## config.mk

```make
export PLATFORM = sky130hd
export DESIGN_NAME = arr_stim
export DESIGN_NICKNAME = d
export VERILOG_FILES = /design/src/rtl/arr_stim_pkg.sv /design/src/rtl/arr_stim_lfsr.sv /design/src/rtl/arr_stim.sv
export SDC_FILE = /design/constraint.sdc
export NUM_CORES = 1
export LEC_CHECK = 0
export ABC_CLOCK_PERIOD_IN_PS = 2000
export BUFFER_PORTS_ARGS = -buffer_cell sky130_fd_sc_hd__clkbuf_2
export CORE_UTILIZATION = 30
export DETAILED_ROUTE_END_ITERATION = 10
export SLEW_MARGIN = 20
export SYNTH_ARGS = -nofsm -noshare
export SYNTH_HDL_FRONTEND = slang
export SYNTH_HIERARCHICAL = 1
export SYNTH_SLANG_ARGS = --single-unit
```

## constraint.sdc

```tcl
create_clock -name arr_stim_clk_ip -period 2 [get_ports arr_stim_clk_ip]
set_input_delay 0.6 -clock arr_stim_clk_ip [delete_from_list [all_inputs] [get_ports arr_stim_clk_ip]]
set_output_delay 0.6 -clock arr_stim_clk_ip [all_outputs]
set_load 0.05 [all_outputs]
```

## src/rtl/arr_stim_pkg.sv

```systemverilog
// Shared types and helpers for the arr_stim stimulus generator.
// Holds the FSM state enum, the LFSR tap mask, the counter width and the LFSR step function.
package arr_stim_pkg;

  typedef enum logic [1:0] {
    ST_IDLE = 2'd0,
    ST_RUN  = 2'd1,
    ST_DONE = 2'd2
  } state_e;

  localparam logic [31:0] LFSR_TAPS = 32'h80200003;
  localparam int          CNT_W     = 16;

  // Galois step for x^32+x^22+x^2+x+1: shift right, fold the taps in when bit 0 falls out.
  function automatic logic [31:0] lfsr_next(input logic [31:0] s);
    return s[0] ? ((s >> 1) ^ LFSR_TAPS) : (s >> 1);
  endfunction

endpackage

```

## src/rtl/arr_stim_lfsr.sv

```systemverilog
// 32-bit Galois LFSR with synchronous load and advance; reset also loads the seed.
module arr_stim_lfsr
  import arr_stim_pkg::*;
(
  input  logic        clk,
  input  logic        rst_n,
  input  logic        load,
  input  logic        advance,
  input  logic [31:0] seed,
  output logic [31:0] state
);

  logic [31:0] state_q;
  logic [31:0] state_d;

  always_comb begin
    state_d = state_q;
    if (load) begin
      state_d = seed;
    end else if (advance) begin
      state_d = lfsr_next(state_q);
    end
  end

  always_ff @(posedge clk) begin
    if (!rst_n) begin
      state_q <= seed;
    end else begin
      state_q <= state_d;
    end
  end

  assign state = state_q;

endmodule

```

## src/rtl/arr_stim.sv

```systemverilog
// Stimulus generator for the arr comparator: issues LFSR-derived sig0/sig1 vector pairs.
// Define ARR_STIM_INJECT_EN to corrupt one bit of sig1 every INJECT_PERIOD-th vector.
module arr_stim
  import arr_stim_pkg::*;
#(
  parameter int          LENGTH        = 1,
  parameter logic [31:0] SEED          = 32'h1,
  parameter int          INJECT_PERIOD = 16
) (
  input  logic              arr_stim_clk_ip,
  input  logic              arr_stim_rst_ip,
  input  logic              arr_stim_start_ip,
  input  logic              arr_stim_pause_ip,
  input  logic [CNT_W-1:0]  arr_stim_count_ip,
  output logic [LENGTH-1:0] arr_stim_sig0_op,
  output logic [LENGTH-1:0] arr_stim_sig1_op,
  output logic              arr_stim_valid_op,
  output logic              arr_stim_busy_op,
  output logic              arr_stim_done_op,
  output logic [CNT_W-1:0]  arr_stim_injected_op
);

  localparam logic [31:0] SEED_EFF = (SEED == 32'h0) ? 32'h1 : SEED;

  state_e            state_q, state_d;
  logic [CNT_W-1:0]  remaining_q, remaining_d;
  logic [CNT_W-1:0]  index_q, index_d;
  logic [CNT_W-1:0]  injected_q, injected_d;
  logic [LENGTH-1:0] sig0_q, sig0_d;
  logic [LENGTH-1:0] sig1_q, sig1_d;
  logic              valid_q, valid_d;
  logic              busy_q, busy_d;
  logic              done_q, done_d;

  logic              lfsr_load;
  logic              lfsr_adv;
  logic [31:0]       lfsr_state;
  logic [LENGTH-1:0] rep_vec;
  logic [LENGTH-1:0] flip_vec;
  logic              corrupt;

  arr_stim_lfsr u_lfsr (
    .clk     (arr_stim_clk_ip),
    .rst_n   (arr_stim_rst_ip),
    .load    (lfsr_load),
    .advance (lfsr_adv),
    .seed    (SEED_EFF),
    .state   (lfsr_state)
  );

  // Wide vectors repeat the 32-bit state, so bit i always follows state bit i%32.
  for (genvar gi = 0; gi < LENGTH; gi++) begin : g_rep
    assign rep_vec[gi] = lfsr_state[gi % 32];
  end

  if (LENGTH < 32) begin : g_narrow
    logic lfsr_hi_unused;
    assign lfsr_hi_unused = ^lfsr_state[31:LENGTH];
  end

`ifdef ARR_STIM_INJECT_EN
  logic [CNT_W-1:0] bit_sel;
  assign corrupt = (index_q % CNT_W'(INJECT_PERIOD)) == CNT_W'(INJECT_PERIOD - 1);
  assign bit_sel = index_q % CNT_W'(LENGTH);
  for (genvar gi = 0; gi < LENGTH; gi++) begin : g_flip
    assign flip_vec[gi] = corrupt && (bit_sel == CNT_W'(gi));
  end
`else
  localparam int INJECT_PERIOD_UNUSED = INJECT_PERIOD;
  assign corrupt  = 1'b0;
  assign flip_vec = '0;
`endif

  // Outputs are one register stage behind the state, so busy rises with the first valid.
  always_comb begin
    state_d     = state_q;
    remaining_d = remaining_q;
    index_d     = index_q;
    injected_d  = injected_q;
    sig0_d      = sig0_q;
    sig1_d      = sig1_q;
    valid_d     = 1'b0;
    busy_d      = (state_q == ST_RUN);
    done_d      = (state_q == ST_DONE);
    lfsr_load   = 1'b0;
    lfsr_adv    = 1'b0;

    case (state_q)
      ST_IDLE: begin
        if (arr_stim_start_ip) begin
          remaining_d = arr_stim_count_ip;
          index_d     = '0;
          injected_d  = '0;
          lfsr_load   = 1'b1;
          state_d     = (arr_stim_count_ip == '0) ? ST_DONE : ST_RUN;
        end
      end
      ST_RUN: begin
        if (!arr_stim_pause_ip) begin
          valid_d     = 1'b1;
          lfsr_adv    = 1'b1;
          sig0_d      = rep_vec;
          sig1_d      = rep_vec ^ flip_vec;
          index_d     = index_q + 1'b1;
          remaining_d = remaining_q - 1'b1;
          if (corrupt && (injected_q != '1)) begin
            injected_d = injected_q + 1'b1;
          end
          if (remaining_q == CNT_W'(1)) begin
            state_d = ST_DONE;
          end
        end
      end
      ST_DONE: begin
        state_d = ST_IDLE;
      end
      default: begin
        state_d = ST_IDLE;
      end
    endcase
  end

  always_ff @(posedge arr_stim_clk_ip) begin
    if (!arr_stim_rst_ip) begin
      state_q     <= ST_IDLE;
      remaining_q <= '0;
      index_q     <= '0;
      injected_q  <= '0;
      sig0_q      <= '0;
      sig1_q      <= '0;
      valid_q     <= 1'b0;
      busy_q      <= 1'b0;
      done_q      <= 1'b0;
    end else begin
      state_q     <= state_d;
      remaining_q <= remaining_d;
      index_q     <= index_d;
      injected_q  <= injected_d;
      sig0_q      <= sig0_d;
      sig1_q      <= sig1_d;
      valid_q     <= valid_d;
      busy_q      <= busy_d;
      done_q      <= done_d;
    end
  end

  assign arr_stim_sig0_op     = sig0_q;
  assign arr_stim_sig1_op     = sig1_q;
  assign arr_stim_valid_op    = valid_q;
  assign arr_stim_busy_op     = busy_q;
  assign arr_stim_done_op     = done_q;
  assign arr_stim_injected_op = injected_q;

endmodule

```

Word-level counts from Yosys, hierarchy flattened
Cells that the tools add are included.

operators by class
  reductions and logical operators = 7
  bitwise gates (word level) = 3
  multiplexer cells = 13
  eq/ne operators = 6
  add/sub/neg operators = 1

operators by type and width
  operator                                                                 number
  16-bit two-way mux                                                       2
  32-bit two-way mux                                                       1
  16-bit one-hot mux with 2 select lines                                   1
  16-bit by 1-bit equality test with 1-bit output, second input constant   1
  16-bit zero test                                                         1
  16-bit by 1-bit subtractor with 16-bit output, second input constant     1
  2-bit two-way mux                                                        4
  3-bit AND reduction                                                      2
  1-bit two-way mux                                                        4
  2-bit inequality test, second input constant                             2
  3-bit NOT with 4-bit output                                              1
  2-bit one-hot mux with 2 select lines                                    1
  2-bit by 1-bit equality test with 1-bit output, second input constant    1
  2-bit equality test, second input constant                               1
  2-bit zero test                                                          1
  2-bit by 1-bit inequality test with 1-bit output, second input constant  1
  1-bit NOT                                                                2
  2-bit AND reduction                                                      1
  2-bit nonzero test                                                       1
  2-bit OR reduction                                                       1

word-level totals
  register bits = 54
  input bits = 20
  output and inout port bits = 21

Logic depth before layout (Yosys ltp)
  word-level depth = 4
  depth in mapped cells = 7

Cells and area by module
The synthesis kept the hierarchy.

by module, submodules not included
  module         times used  cells an instance  seq. area each (um^2)  area an instance (um^2)
  arr_stim_lfsr  1           73                 960.9                  1521.5
  arr_stim       1           193                440.4                  1500.2

Worst setup path after synthesis
OpenSTA, ideal clock, no wires.

  path type = input port to flip-flop
  start = in arr_stim_start_ip
  end = reg u_lfsr.state_q[0] (netlist: u_lfsr/state[0]), enable pin
  path buffers = 3
  data arrival time = 1740 ps
  stages = 7
  required time = 1625 ps
  setup slack = -115 ps
  library setup time = 375 ps
  cell sequence = nand2b_1 -> buf_4 -> nor2_1 -> nand2b_4 -> buf_6 -> buf_6 -> or2_2

between the ends
  longest elaborated chain between the ends = 3

ends and longest elaborated chain
  item                          RTL line             text
  start: declaration            arr_stim.sv:12       input logic arr_stim_start_ip,
  1-bit two-way mux             arr_stim.sv:90       if (arr_stim_start_ip) begin
  1-bit two-way mux             arr_stim.sv:88       case (state_q)
  net lfsr_load                 arr_stim.sv:35       logic lfsr_load;
  2-bit OR reduction (no line)  n/a
  end signal: assignment        arr_stim_lfsr.sv:29  state_q <= state_d;
  end: declaration              arr_stim_lfsr.sv:13  logic [31:0] state_q;

The timed path passes the listed nets, and every way through them passes these cells.
A chain may end at the register's enable or synchronous reset.

Worst setup path in the final report
  start = reg remaining_q[11]
  end = reg state_q[1]

between the ends
  longest elaborated chain between the ends = 3

ends and longest elaborated chain
  item                                                        RTL line         text
  start: declaration                                          arr_stim.sv:26   logic [CNT_W-1:0] remaining_q, remaining_d;
  start signal: assignment                                    arr_stim.sv:136  remaining_q <= remaining_d;
  16-bit by 1-bit equality test with 1-bit output             arr_stim.sv:109  if (remaining_q == CNT_W'(1)) begin
  2-bit by 1-bit inequality test with 1-bit output (no line)  n/a
  3-bit AND reduction (no line)                               n/a
  end signal: assignment                                      arr_stim.sv:135  state_q <= state_d;
  end: declaration                                            arr_stim.sv:25   state_e state_q, state_d;

Every way passes these cells.

==> metrics.txt <==
outcome=finished with violations; failing checks=setup timing; Placer Congestion=0.857; Setup crit end kind=register; Die Height=102 um; worst min-delay path category=register to register; CTS Sinks=54; reg2reg end=state_q[1]$_SDFFE_PN0P_; clock root cell=clkbuf_8; sequential area share after synthesis=46.4%; clock slew at reported path FFs=0.10 ns; r2r setup slk=-0.007 ns; drt via density=4.69; htree depth=2; crit-path cells=or4_4, or4_4, or4_1, a21oi_1; Worst Path Arrival=2.25 ns; cell mode on critical path=or4_4; Reg-to-Reg Start=remaining_q[11]$_SDFFE_PN0P_; total CTS buffers=5; number of synthesized flops with an enable pin=32; initial core utilization=30.9%; Hold Path Depth=2; Setup Skew=0.00376 ns; YS warnings=6; # Post-CTS Setup Buffers=0; CTS tree=done; most frequent cells in the layout=48 x conb_1, 32 x edfxtp_1, 29 x mux2_4; post-synthesis cell type count=51; Synth-to-Final Area Change=21.2%; Worst Hold End=remaining_q[4]$_SDFFE_PN0P_; fmax=498 MHz; Sw Ratio=30.4%; Worst R2R Path Depth=4; logic gate share of total power=29.6%; worst ir drop on vdd=0.372 mV; global route overflow=0; Int Pwr=2.16 mW; post-DR wirelength/cell=13.7 um; gr usage total=13.3%; Clock power frac=24.3%; hold path startpoint=remaining_q[4]$_SDFFE_PN0P_; register area=0.00140 mm2; Placed Cells=468; Synth Register Bits=54; DPL Wire Length=4790 um; final WL=6510 um; fin crit share=100%; Setup Viol. Count Final=1; worst stage delay on the critical path=0.53 ns; drt first pass iters=4; Hold WS=0.519 ns; initial antenna violation count=0; port bufs=24; global-route wire length before repair=10700 um; final std cells w/o fill=476; Antenna Nets Post-Route=0; deepest clock path buffer count=2; Die ar.=0.0105 mm2; top_reg_cell synth=edfxtp_1; vias in the first global route=2167; Die W=102 um; critical path's slowest cell=or4_4; Setup CP Type=register to register; pwr/cell area=848 mW/mm2; Critical path origin=remaining_q[11]$_SDFFE_PN0P_; commonest non-fill, non-tap cell in the layout=conb_1; Final Max Tran Viols=0; CP Launch Type=register; Async S/R FF share, synth=0%; final total power=3.11 mW; clock latency on the worst-skew pair=0.31 ns; LEAKAGE=1.57 nW; DR vias=2232; placed cell areas=0.00354 mm2; post-cts hold buffer count=0; Synth Area per Inst=11.4 um2; Syn Inst Count=266; sequential power share=46.1%; final non-filler cell area=0.00366 mm2; Max-Cap Viols=0; Iter 0 DRT Violations=92; RSZ-0062 raised after global routing=yes; fin crit period=2.01 ns; row count=36; post-synthesis instance area=0.00302 mm2; area of the multi-input gates=0.00155 mm2; Antenna Cells=0; final setup margin=-0.00716 ns; DRC violations left=0; layout cells sized above 1=30.6%; core area=0.00977 mm2; filler cell count=997; largest net degree at the start of global routing=19; Req. time, crit path=2.24 ns; Post-layout nets=364; CP max FO=4; Psw=0.944 mW; Boundary Pins=41; Fin. Hold Viols=0
==> what timing repair did <==
| item | in CTS | in global routing |
|---|---|---|
| endpoints found under the setup margin | 1 | 3 |
| pin swaps | 0 | 1 |
| gates resized for setup | 0 | 2 |
==> worst max path at each step <==
stage / to / depth (start not counted)
3_5_place_dp: remaining_q[15]$_SDFFE_PN0P_ / 4
6_report: state_q[1]$_SDFFE_PN0P_ / 4
3_3_place_gp: state_q[1]$_SDFFE_PN0P_ / 4
2_1_floorplan: remaining_q[15]$_SDFFE_PN0P_ / 4
4_1_cts: state_q[1]$_SDFFE_PN0P_ / 4
5_1_grt: remaining_q[15]$_SDFFE_PN0P_ / 4
==> state kept, by name, summed over array words and instances, names as in the netlist <==
name,count
arr_stim_busy_op,1
arr_stim_done_op,1
arr_stim_sig1_op,1
arr_stim_valid_op,1
remaining_q,16
state_q,2
u_lfsr/state,32
==> routing by layer <==
metal | up-vias | share of wire, % | track usage [%] | routed length, um
met1 | 1066 | 46 | 17.9 | 3010
met4 | 0 | 0.89 | 3.85 | 58
met3 | 7 | 5.0 | 2.53 | 323
met5 | - | 0 | 0 | 0
met2 | 63 | 48 | 21.8 | 3110
li1 | 1096 | - | - | -
==> power groups by stage <==
stage	clock [mW]	sequential, mW	combinational, mW
2_1_floorplan	0	1.45	0.624
3_3_place_gp	0	1.45	0.902
3_5_place_dp	0	1.46	0.908
4_1_cts	0.779	1.43	0.913
5_1_grt	0.819	1.45	1.00
6_report	0.754	1.43	0.920
==> logic make-up after synthesis <==
logic type	share of synthesized area (%)
simple gates	15.4
flops	46.4
compound gates	11.1
buf+inv	8.90
mux	16.2
xor+xnor	0.870
fa+ha+maj	0.828
other cells	0.249
==> metrics by stage <==
stage	setup TNS, ns	worst slack [ns]	util (%)
3_3_place_gp	0	0.0281	36.2
6_report	-0.00716	-0.00716	37.5
4_1_cts	-0.00469	-0.00469	37.4
5_1_grt	-0.166	-0.0809	37.5
3_5_place_dp	0	0.0121	36.2
2_1_floorplan	0	0.00722	-
==> cells in the mapped netlist (all sizes together), types with 6 or more instances <==
cell	number	area (um2)
nor2	11	41.3
edfxtp	32	961
inv	7	26.3
nor4	10	62.6
a21oi	16	80.1
buf	25	208
nand2	17	63.8
clkbuf	7	26.3
dfxtp	22	440
or4	7	62.6
o21ai	9	45.0
mux2	33	480
a31oi	6	37.5
==> final cells by class <==
cell class,count,area share [%]
clock buffers,5,1.88
clock inverters,3,1.16
inverters,7,0.718
multi-input cells,218,42.2
flip-flops and latches,54,38.3
well taps,133,4.55
repair buffers,56,11.2
==> critical path: cells and delay by family (launching register included) <==
family | cells | cell delay (ns)
AND/OR/NAND/NOR | 3 | 1.49
AO/OA/AOI/OAI | 1 | 0.13
flip-flops | 1 | 0.33
Power figures use the tool's default switching activity.
